[src/rtl/imem_pkg.sv]
// Shared definitions for the instruction-memory port arbiter.
//   - FSM state encoding (IDLE, LOAD)
//   - default word width, memory cell width and memory depth
package imem_pkg;

  localparam int IMEM_WORD_LEN  = 32;
  localparam int IMEM_CELL_SIZE = 8;
  localparam int IMEM_MEM_SIZE  = 256;

  typedef enum logic [0:0] {
    IDLE = 1'b0,
    LOAD = 1'b1
  } imem_state_e;

endpackage

[src/rtl/sat_counter.sv]
// Saturating up-counter.
// Ports:
//   clk    in   clock, rising edge
//   rst    in   asynchronous active-high reset, clears count
//   inc    in   increment request for this cycle
//   count  out  current value, sticks at all-ones
module sat_counter #(
  parameter int WIDTH = 16
) (
  input  logic             clk,
  input  logic             rst,
  input  logic             inc,
  output logic [WIDTH-1:0] count
);

  localparam logic [WIDTH-1:0] ONE = {{(WIDTH-1){1'b0}}, 1'b1};

  logic [WIDTH-1:0] count_q;
  logic [WIDTH-1:0] count_d;

  always_comb begin
    count_d = count_q;
    if (inc && (count_q != {WIDTH{1'b1}})) begin
      count_d = count_q + ONE;
    end
  end

  always_ff @(posedge clk or posedge rst) begin
    if (rst) begin
      count_q <= '0;
    end else begin
      count_q <= count_d;
    end
  end

  assign count = count_q;

endmodule

[src/rtl/imem_port_arbiter.sv]
// Arbitrates a single instruction-memory port between the IF stage (reads)
// and the program loader (cell writes). The loader has priority; once a
// loader burst starts, the port stays with the loader until ld_last.
//
// Optional feature macro: IMEM_FAIRNESS_EN
//   When defined, a fetch is forced through after every 8 consecutive loader
//   grants seen while if_req is high, even in the middle of a burst.
//
// Ports:
//   clk, rst            clock (rising edge), async active-high reset
//   if_req, if_addr     fetch request and byte address
//   if_gnt              fetch granted this cycle
//   if_valid            one-cycle pulse, if_instr/if_err valid
//   if_instr, if_err    fetched word, misaligned-address flag
//   ld_req, ld_addr,
//   ld_data, ld_last    loader write beat and end-of-burst marker
//   ld_gnt              loader beat accepted this cycle
//   ld_count            saturating count of accepted loader beats
//   mem_addr, mem_we,
//   mem_wdata           memory port driven from the granted requester
//   mem_rdata           combinational 4-cell read data at mem_addr
//
// state | meaning
// IDLE  | no burst open; loader wins over fetch, fetch served otherwise
// LOAD  | burst open; only loader beats granted (fairness fetch excepted)
module imem_port_arbiter
  import imem_pkg::*;
#(
  parameter int WORD_LEN       = IMEM_WORD_LEN,
  parameter int MEM_CELL_SIZE  = IMEM_CELL_SIZE,
  parameter int INSTR_MEM_SIZE = IMEM_MEM_SIZE
) (
  input  logic                              clk,
  input  logic                              rst,
  input  logic                              if_req,
  input  logic [WORD_LEN-1:0]               if_addr,
  output logic                              if_gnt,
  output logic                              if_valid,
  output logic [WORD_LEN-1:0]               if_instr,
  output logic                              if_err,
  input  logic                              ld_req,
  input  logic [WORD_LEN-1:0]               ld_addr,
  input  logic [MEM_CELL_SIZE-1:0]          ld_data,
  input  logic                              ld_last,
  output logic                              ld_gnt,
  output logic [15:0]                       ld_count,
  output logic [$clog2(INSTR_MEM_SIZE)-1:0] mem_addr,
  output logic                              mem_we,
  output logic [MEM_CELL_SIZE-1:0]          mem_wdata,
  input  logic [WORD_LEN-1:0]               mem_rdata
);

  localparam int AW = $clog2(INSTR_MEM_SIZE);

  imem_state_e         state_q, state_d;
  logic                if_valid_q, if_valid_d;
  logic [WORD_LEN-1:0] if_instr_q, if_instr_d;
  logic                if_err_q, if_err_d;

  logic fetch_gnt;
  logic load_gnt;
  logic fair_fetch;

  // Address bits above the memory depth are dropped so accesses wrap.
  logic unused_addr_bits;
  assign unused_addr_bits = ^{if_addr[WORD_LEN-1:AW], ld_addr[WORD_LEN-1:AW]};

`ifdef IMEM_FAIRNESS_EN
  localparam logic [2:0] FAIR_LAST = 3'd7;

  logic [2:0] fair_cnt_q, fair_cnt_d;
  logic       fair_pend_q, fair_pend_d;

  // A pending fairness slot is only used if the fetch is still wanted.
  assign fair_fetch = fair_pend_q && if_req;

  // The 3-bit count wraps to zero on the 8th grant, which doubles as the
  // clear; the pending flag carries the forced fetch into the next cycle.
  always_comb begin
    fair_cnt_d  = fair_cnt_q;
    fair_pend_d = 1'b0;
    if (!if_req || fetch_gnt) begin
      fair_cnt_d = 3'd0;
    end else if (load_gnt) begin
      fair_cnt_d  = fair_cnt_q + 3'd1;
      fair_pend_d = (fair_cnt_q == FAIR_LAST);
    end
  end

  always_ff @(posedge clk or posedge rst) begin
    if (rst) begin
      fair_cnt_q  <= 3'd0;
      fair_pend_q <= 1'b0;
    end else begin
      fair_cnt_q  <= fair_cnt_d;
      fair_pend_q <= fair_pend_d;
    end
  end
`else
  assign fair_fetch = 1'b0;
`endif

  // Grants are suppressed while reset is held so an abandoned burst cannot
  // slip a write through before reset is released.
  always_comb begin
    fetch_gnt = 1'b0;
    load_gnt  = 1'b0;
    if (!rst) begin
      if (fair_fetch) begin
        fetch_gnt = 1'b1;
      end else if (ld_req) begin
        load_gnt = 1'b1;
      end else if (if_req && (state_q == IDLE)) begin
        fetch_gnt = 1'b1;
      end
    end
  end

  always_comb begin
    state_d = state_q;
    if (load_gnt) begin
      state_d = ld_last ? IDLE : LOAD;
    end
  end

  always_comb begin
    if_valid_d = fetch_gnt;
    if_instr_d = if_instr_q;
    if_err_d   = if_err_q;
    if (fetch_gnt) begin
      if_instr_d = mem_rdata;
      if_err_d   = (if_addr[1:0] != 2'b00);
    end
  end

  always_ff @(posedge clk or posedge rst) begin
    if (rst) begin
      state_q    <= IDLE;
      if_valid_q <= 1'b0;
      if_instr_q <= '0;
      if_err_q   <= 1'b0;
    end else begin
      state_q    <= state_d;
      if_valid_q <= if_valid_d;
      if_instr_q <= if_instr_d;
      if_err_q   <= if_err_d;
    end
  end

  always_comb begin
    mem_we    = 1'b0;
    mem_addr  = '0;
    mem_wdata = '0;
    if (load_gnt) begin
      mem_we    = 1'b1;
      mem_addr  = ld_addr[AW-1:0];
      mem_wdata = ld_data;
    end else if (fetch_gnt) begin
      mem_addr = if_addr[AW-1:0];
    end
  end

  sat_counter #(
    .WIDTH(16)
  ) u_ld_count (
    .clk  (clk),
    .rst  (rst),
    .inc  (load_gnt),
    .count(ld_count)
  );

  assign if_gnt   = fetch_gnt;
  assign ld_gnt   = load_gnt;
  assign if_valid = if_valid_q;
  assign if_instr = if_instr_q;
  assign if_err   = if_err_q;

endmodule
[config.mk]
export PLATFORM = sky130hd
export DESIGN_NAME = imem_port_arbiter
export DESIGN_NICKNAME = d
export VERILOG_FILES = /design/src/rtl/imem_pkg.sv /design/src/rtl/sat_counter.sv /design/src/rtl/imem_port_arbiter.sv
export SDC_FILE = /design/constraint.sdc
export NUM_CORES = 1
export LEC_CHECK = 0
export ABC_CLOCK_PERIOD_IN_PS = 1820
export CORE_AREA = 3 3 92 94
export DETAILED_ROUTE_END_ITERATION = 8
export DIE_AREA = 0 0 95 97
export GPL_TIMING_DRIVEN = 0
export HOLD_SLACK_MARGIN = 0.15
export PLACE_DENSITY_LB_ADDON = 0.3
export SLEW_MARGIN = 20
export SYNTH_ARGS = -nofsm -noshare
export SYNTH_HDL_FRONTEND = slang
export SYNTH_SLANG_ARGS = --single-unit
export TNS_END_PERCENT = 10
[constraint.sdc]
create_clock -name clk -period 1.82 [get_ports clk]
set_input_delay 0.364 -clock clk [delete_from_list [all_inputs] [get_ports clk]]
set_output_delay 0.364 -clock clk [all_outputs]
set_load 0.005 [all_outputs]
# Word-level counts from Yosys, hierarchy flattened
# Index checks and enable logic that the tools add are counted.
totals:
  output_inout_bits: 69
  register_bits: 51
  in_bits: 109
classes:
  muxes: 10
  reduce_logical: 3
  add_sub_neg: 1
  eq_ne: 1
  bitwise: 1
op_table:
  columns: ["op", "n"]
  rows:
  - ["$mux W8", 3]
  - ["$add A16 B1 Y16 const B", 1]
  - ["$ne A16 B16 Y1 const B", 1]
  - ["$mux W1", 7]
  - ["$logic_and A1 B1 Y1", 2]
  - ["$reduce_bool A2 Y1", 1]
  - ["$not A1 Y1", 1]

# Logic depth before layout (Yosys ltp)
# Gate-level depths: netlist of the first run.
depth:
  depth_word: 7
  mapped_depth: 5
  depth_no_buf: 5

# Modules after synthesis
# Synthesis of the first run repeated with hierarchy kept, for this count alone.
hier_totals:
  hier_cells: 169
  hier_area_um2: 2285.9
modules_own_cells:
  columns: ["module", "n_inst", "cells_each", "area_per_inst_um2"]
  rows:
  - ["imem_port_arbiter", 1, 98, 1480.2]
  - ["sat_counter", 1, 71, 805.8]

# Worst setup path after synthesis of the first run
# No wires, ideal clock.
synth_path:
  path_type: "input-to-output"
  startpoint: "input port ld_req"
  endpoint: "output port mem_addr[0]"
  cell_stages: 3
  t_required_ps: 1456
  arrival_ps: 1273
  setup_slack_ps: 183
  cell_sequence: "nor4b_4 -> clkbuf_1 -> a22o_1"
synth_between:
  elab_chain_cells: 4
synth_lines:
  columns: ["item", "line_no", "rtl"]
  rows:
  - ["from (decl)", "imem_port_arbiter.sv:41", "input logic ld_req,"]
  - ["$mux W1", "imem_port_arbiter.sv:111", "end else if (ld_req) begin"]
  - ["$mux W1", "imem_port_arbiter.sv:108", "if (!rst) begin"]
  - ["via if_gnt", "imem_port_arbiter.sv:37", "output logic if_gnt,"]
  - ["$mux W8", "imem_port_arbiter.sv:158", "end else if (fetch_gnt) begin"]
  - ["$mux W8", "imem_port_arbiter.sv:154", "if (load_gnt) begin"]
  - ["to (decl)", "imem_port_arbiter.sv:47", "output logic [$clog2(INSTR_MEM_SIZE)-1:0] mem_addr,"]
# The timed path passes the listed nets, and every way through them passes these cells.

# Worst setup path after layout of the first run
layout_path:
  startpoint: "register state_q"
  endpoint: "output port mem_addr[5]"
layout_between:
  elab_chain_cells: 7
layout_lines:
  columns: ["item", "line_no", "rtl"]
  rows:
  - ["from (decl)", "imem_port_arbiter.sv:55", "imem_state_e state_q, state_d;"]
  - ["from (signal assigned)", "imem_port_arbiter.sv:143", "state_q <= state_d;"]
  - ["$not A1 Y1", "imem_port_arbiter.sv:113", "end else if (if_req && (state_q == IDLE)) begin"]
  - ["$logic_and A1 B1 Y1", "imem_port_arbiter.sv:113", null]
  - ["$mux W1", "imem_port_arbiter.sv:113", null]
  - ["$mux W1", "imem_port_arbiter.sv:111", null]
  - ["$mux W1", "imem_port_arbiter.sv:108", null]
  - ["$mux W8", "imem_port_arbiter.sv:158", null]
  - ["$mux W8", "imem_port_arbiter.sv:154", null]
# No other way between the ends.

==> results.py, run 1 <==
metrics = {
    "status": {
        "status": "finished with violations",
        "violations": "setup timing",
    },
    "clocking": {
        "cts_hold_buf": 0,
        "clockBufferDepth": 2,
        "cts-root-buf": "clkbuf_8",
        "clk_latency_ps": 300,
        "clkSinkCount": 51,
        "cts_tree": "yes",
        "cts_buffers": 5,
        "clkTransAtPathRegs_ps": 100,
        "cts_max_level": 2,
    },
    "route": {
        "ant_nets": 0,
        "drc": 0,
        "vias_per_cell": 4.50,
        "vias": 1918,
        "route.met2.wl_um": 2960,
        "met3_wirelength_um": 458,
        "drt_wl_total_um": 6110,
        "first_pass_iters": 4,
        "wire_per_inst_um": 14.3,
        "wl_met1_um": 2620,
        "drtIter0Drc": 38,
        "highest_layer": "met4",
    },
    "yosys": {
        "synth-main-ff-cell": "dfrtp_1",
        "synth_top_area_share_pct": 56.0,
        "synth_nets": 282,
        "syn_area_um2": 2280,
        "ys_top_cells_by_count": "51 x dfrtp_1, 29 x mux2_1, 8 x a22o_1, 8 x and2_1, 7 x nor2_1",
        "yosys_warnings": 0,
        "synth_area_per_cell_um2": 13.3,
        "yosysMostFrequentCell": "dfrtp_1",
        "synth_seq_cells": 51,
        "async_flop_share_pct": 100,
        "synth_edf_count": 0,
        "synth.top_cells.by_area": "dfrtp_1 56%, mux2_1 14%, a22o_1 3.1%, and2_1 2.2%, xnor2_1 1.9%",
        "seq_area_frac_synth_pct": 56.0,
        "yosys.area.top_type": "dfrtp_1",
        "ys_types": 37,
        "synthCells": 172,
    },
    "setup_path": {
        "slowest_stage": "dfrtp_1",
        "cp_common_cell": "buf_6",
        "cp-end-kind": "output pin",
        "ff2ff_setup_slack_ps": 80,
        "cp-start-kind": "flip-flop",
        "crit_fanout": 3,
        "cp_cell_sequence": "nor4b_4 -> clkbuf_8 -> buf_6 -> buf_6 -> a22o_1 -> buf_2",
        "max_stage_delay_ps": 410,
        "worstPathArrival_ps": 1650,
        "crit_type": "flip-flop to output pin",
        "r2r-start": "state_q",
        "r2r_cells": 5,
        "required_ps": 1460,
        "r2r-end": "if_instr[11]",
    },
    "run": {
        "maxCapViolations": 0,
    },
    "placement": {
        "port_buffers": 129,
        "gp_congestion": 0.744,
        "hpwl_um": 4680,
        "place_ws_ps": -1060,
    },
    "pwr": {
        "p_int_uw": 2580,
        "irDropWorstVdd_v": 0.000572,
        "power_frac_seq_pct": 46.3,
        "p_switching_uw": 938,
        "finalPower_uw": 3520,
        "leakagePower_uw": 0.00183,
        "netSwitchingFraction_pct": 26.7,
        "p_per_area_nw_per_um2": 894,
        "share_comb_of_total_power_pct": 34.0,
        "p_clk_share_pct": 19.6,
    },
    "layout": {
        "drive_above_1_share_pct": 16.4,
        "nNetsFinal": 433,
        "num_antenna_cells": 0,
        "fillers": 698,
        "area_growth_pct": 72.8,
    },
    "global_route": {
        "grt_max_degree": 32,
        "first_global_vias": 1980,
        "grt_pass1_wl_um": 9850,
        "antenna_found_initial": 0,
        "overflow": 0,
        "track_usage_pct": 13.5,
    },
    "floorplanning": {
        "initial_utilization_pct": 29.5,
        "io_pins": 178,
        "die_area_um2": 9220,
        "row_count": 32,
        "core_area_um2": 7730,
        "die_height_um": 97,
        "die_w_um": 95,
    },
    "sta": {
        "setup_viol": 8,
        "maxSlewViolCount": 0,
        "timing.fmax_ghz": 0.497,
        "rsz0062_at_grt": "yes",
        "fin_ws_ps": -191,
        "worst_pin_slew_ps": 490,
        "slew_headroom_pct": 67.3,
        "min_period_ps": 2010,
        "hold_viol": 0,
        "fin_crit_sh_pct": 110,
        "skew_ps": 4.02,
    },
    "hold_path": {
        "hp-class": "input port to asynchronous set/reset pin",
    },
}
[routing by layer]
metal / vias to the layer above / track usage [%]
met4: 0 / 3.33
li1: 923 / -
met3: 9 / 3.65
met1: 903 / 17.0
met5: - / 0
met2: 83 / 22.7
[placed cells by master (no fill, tap or decap), types with 6 or more instances in the layout]
cell type,n
a22o_1,8
and2_1,8
buf_2,10
buf_4,13
clkbuf_8,8
clkdlybuf4s50_1,108
dfrtp_1,51
dlymetal6s2s_1,8
mux2_1,29
nand3_1,6
nor2_1,7
[power by group through the flow]
stage          Sequential (uW)  Combinational (uW)  Clock, uW
6_report                  1630                1200        691
5_1_grt                   1680                1320        772
4_1_cts                   1640                1220        724
3_5_place_dp              1650                1210          0
3_3_place_gp              1640                1190          0
2_1_floorplan             1660                 335          0
[worst max-delay path by stage]
| stage | startpoint | endpoint | slack [ps] | cells past startpoint |
|---|---|---|---|---|
| global placement | ld_req | mem_addr[1] | -1030 | 5 |
| floorplan | ld_req | mem_addr[0] | 180 | 3 |
| finish | state_q | mem_addr[5] | -190 | 6 |
| CTS | state_q | mem_addr[5] | -200 | 6 |
| detailed placement | rst | mem_addr[5] | -1060 | 5 |
| global route | state_q | mem_addr[5] | -270 | 6 |
[flip-flops by register name (all words and copies together), names as in the netlist]
signal	count
if_instr	32
u_ld_count.count	16
if_err	1
if_valid	1
state_q	1
[final cells by class]
type | instances | area (um2) | area share [%]
Inverter | 3 | 11.3 | 0.286
Tap cell | 102 | 128 | 3.24
Timing Repair Buffer | 144 | 1390 | 35.2
Multi-Input combinational cell | 111 | 965 | 24.5
Buffer | 7 | 72.6 | 1.84
Sequential cell | 51 | 1280 | 32.4
Clock inverter | 2 | 16.3 | 0.413
Clock buffer | 6 | 82.6 | 2.10
[metrics by stage]
step | instances | instance area [um2] | util, % | hold WS, ps | TNS, ps
2_1_floorplan | 172 | 2280 | - | 449 | 0
3_3_place_gp | 403 | 3700 | 47.9 | 467 | -81300
5_1_grt | 426 | 3940 | 51.0 | 195 | -1350
4_1_cts | 425 | 3910 | 50.6 | 272 | -2420
3_5_place_dp | 404 | 3720 | 48.1 | 475 | -33860
6_report | 426 | 3940 | 51.0 | 151 | -801
[repair_timing]
action / in CTS / in global routing
pin swaps: 2 / 0
resized for setup: 58 / 14
gates cloned: 1 / 0
endpoints found under the setup margin: 48 / 40
setup buffers: 12 / 1
[cell families (layout without fill, tap and decap cells)]
kind of cell,count (synthesis),in the layout,synth area share [%]
buffers and inverters,10,162,2.03
DFF,51,51,56.0
and+or+nand+nor,47,47,14.4
adders and majority gates,1,1,0.549
muxes,33,33,16.5
xor gates and xnor gates,10,10,3.84
AOI/OAI and AO/OA,20,20,6.70
[critical path: cells and delay by family, from the launching register on]
| kind | cells | cell delay [ps] |
|---|---|---|
| DFF | 1 | 410 |
| and+or+nand+nor | 1 | 340 |
| AOI/OAI and AO/OA | 1 | 110 |
| buffers and inverters | 4 | 480 |
Note: power is estimated with default switching activity, not from simulation.
==> inputs of run 2 (changes only) <==
--- a/config.mk
+++ b/config.mk
@@ -5,10 +5,9 @@
 export SDC_FILE = /design/constraint.sdc
 export NUM_CORES = 1
 export LEC_CHECK = 0
-export ABC_CLOCK_PERIOD_IN_PS = 1820
-export CORE_AREA = 3 3 92 94
+export CORE_AREA = 3 3 96 98
 export DETAILED_ROUTE_END_ITERATION = 8
-export DIE_AREA = 0 0 95 97
+export DIE_AREA = 0 0 99 101
 export GPL_TIMING_DRIVEN = 0
 export HOLD_SLACK_MARGIN = 0.15
 export PLACE_DENSITY_LB_ADDON = 0.3
==> run 2 against run 1 <==
  * The flow still finishes with violations (setup timing)
  * Routed wire length hardly changed
  * Final area is 1.3% higher
  * Sequential cell count unchanged
  * Worst hold slack improved by 74 ps
  * Clock power is 9.7% higher
  * Critical endpoint is now mem_addr[1]
  * First-iteration DRC count grew 11%
  * Clock-buffer cell count unchanged
  * Setup slack gained 42 ps
  * Largest cell class unchanged
  * Fmax rose by 2.1%
  * Highest routed layer unchanged
  * Sequential power about the same
  * Clock skew increased by 0.53 ps
  * Sequential share of layout area down 0.41 points
  * Critical path type unchanged
==> results.py, run 2 (same netlist as run 1, synthesis figures left out) <==
metrics = {
    "layout": {
        "largest_reg_flops": 32,
        "multiInputGateArea_um2": 973,
        "area_growth_pct": 75.0,
        "mostFrequentLayoutCell": "clkdlybuf4s50_1",
        "drive_above_1_share_pct": 16.0,
        "fillers": 810,
        "register_area_um2": 1280,
        "final_cell_mix": "107 x clkdlybuf4s50_1, 51 x dfrtp_1, 29 x mux2_1",
        "num_antenna_cells": 0,
        "nNetsFinal": 434,
    },
    "setup_path": {
        "r2r-end": "if_instr[22]",
        "required_ps": 1460,
        "r2r-start": "state_q",
        "crit_start": "state_q",
        "r2r_cells": 6,
        "cp-end-kind": "output pin",
        "cp-start-kind": "flip-flop",
        "crit_fanout": 3,
        "crit_end": "mem_addr[1]",
        "ff2ff_setup_slack_ps": 90,
        "crit_type": "flip-flop to output pin",
        "worstPathArrival_ps": 1610,
    },
    "clocking": {
        "clkTransAtPathRegs_ps": 90,
        "cts-root-buf": "clkbuf_8",
        "cts_max_level": 2,
        "clkSinkCount": 51,
        "clockBufferDepth": 2,
        "clk_latency_ps": 290,
        "cts_tree": "yes",
        "cts_buffers": 5,
        "cts_hold_buf": 0,
    },
    "sta": {
        "setup_viol": 8,
        "rsz0062_at_grt": "yes",
        "timing.fmax_ghz": 0.508,
        "maxSlewViolCount": 0,
        "fin_crit_sh_pct": 108,
        "skew_ps": 4.55,
        "worst_pin_slew_ps": 643,
        "fin_ws_ps": -149,
        "tns_ps": -719,
        "whs_ps": 224,
        "slew_headroom_pct": 57.1,
        "min_period_ps": 1970,
        "hold_viol": 0,
    },
    "pwr": {
        "finalPower_uw": 3600,
        "leakagePower_uw": 0.00185,
        "irDropWorstVdd_v": 0.000606,
        "p_per_area_nw_per_um2": 903,
    },
    "floorplanning": {
        "core_area_um2": 8550,
        "die_area_um2": 10000,
        "row_count": 34,
        "die_w_um": 99,
        "die_height_um": 101,
        "io_pins": 178,
        "initial_utilization_pct": 26.7,
    },
    "route": {
        "first_pass_iters": 3,
        "vias": 1947,
        "drt_wl_total_um": 6110,
        "ant_nets": 0,
        "drtIter0Drc": 42,
        "drc": 0,
        "wire_per_inst_um": 14.2,
        "vias_per_cell": 4.51,
    },
    "run": {
        "maxCapViolations": 0,
    },
    "global_route": {
        "grt_pass1_wl_um": 9920,
        "overflow": 0,
        "antenna_found_initial": 0,
        "first_global_vias": 1935,
        "track_usage_pct": 12.2,
        "grt_max_degree": 29,
    },
    "placement": {
        "port_buffers": 129,
        "hpwl_um": 4560,
        "gp_congestion": 0.794,
    },
    "hold_path": {
        "hp-class": "input port to asynchronous set/reset pin",
    },
    "status": {
        "violations": "setup timing",
        "status": "finished with violations",
    },
}
run 2: cell types whose count changed in the layout (fill, tap and decap cells not counted), sizes merged:
cell,before,now
buf,28,32
bufinv,0,1
clkbuf,12,9
clkdlybuf4s50,108,107
clkinv,1,0
clkinvlp,1,0
dlygate4sd2,1,4
dlymetal6s2s,8,6
run 2: worst min-delay path by stage:
stage,to,depth (start not counted),startpoint
global placement,if_instr[2],1,if_instr[2]
CTS,u_ld_count.count[14],2,rst
detailed placement,if_instr[17],1,if_instr[17]
finish,u_ld_count.count[3],2,rst
floorplan,state_q,1,ld_last
global route,u_ld_count.count[7],2,rst
run 2: critical path, cell delays in order, from the launching register on:
cell and delay [ps]:
dfrtp_1 410, nor4b_4 310, clkbuf_8 190, buf_6 90
buf_6 90, a22o_1 110, buf_2 110
run 2: through the flow:
step,instances,utilization [%],instance area (um2),setup WS (ps)
floorplan,172,-,2280,183
global placement,409,43.3,3710,-1060
detailed placement,410,43.7,3730,-1090
CTS,431,46.3,3960,-138
global route,432,46.6,3990,-233
finish,432,46.6,3990,-149
run 2: cell type report:
class                      count  share of cell area, %
multi-input combinational    111                   24.4
clock buffer                   6                   1.82
tap                          108                   3.39
buffer                         7                   2.23
sequential                    51                   32.0
timing repair buffer         145                   35.1
clock inverter                 1                  0.753
inverter                       3                  0.282
run 2: metal layers:
metal  up-vias  share of wire (%)  GRT usage (%)
li1        933                  -              -
met1       942                 44           16.6
met2        67                 48           19.4
met3         5                7.2           3.53
met4         0               0.77           2.21
met5         -                  0              0
run 2: timing repair:
action | in CTS | in global routing
gates resized for setup | 70 | 11
hold endpoints to repair | 0 | 0
buffers inserted | 13 | 2
pin swaps | 4 | 0
setup endpoints to repair | 48 | 38
gates cloned | 1 | 0
run 2: where the power goes:
| group | internal (uW) | switching [uW] | leakage [uW] |
|---|---|---|---|
| logic | 850 | 358 | 0.00117 |
| registers | 1430 | 210 | 0.000627 |
| clock network | 404 | 354 | 0.0000513 |
| total | 2680 | 922 | 0.00185 |
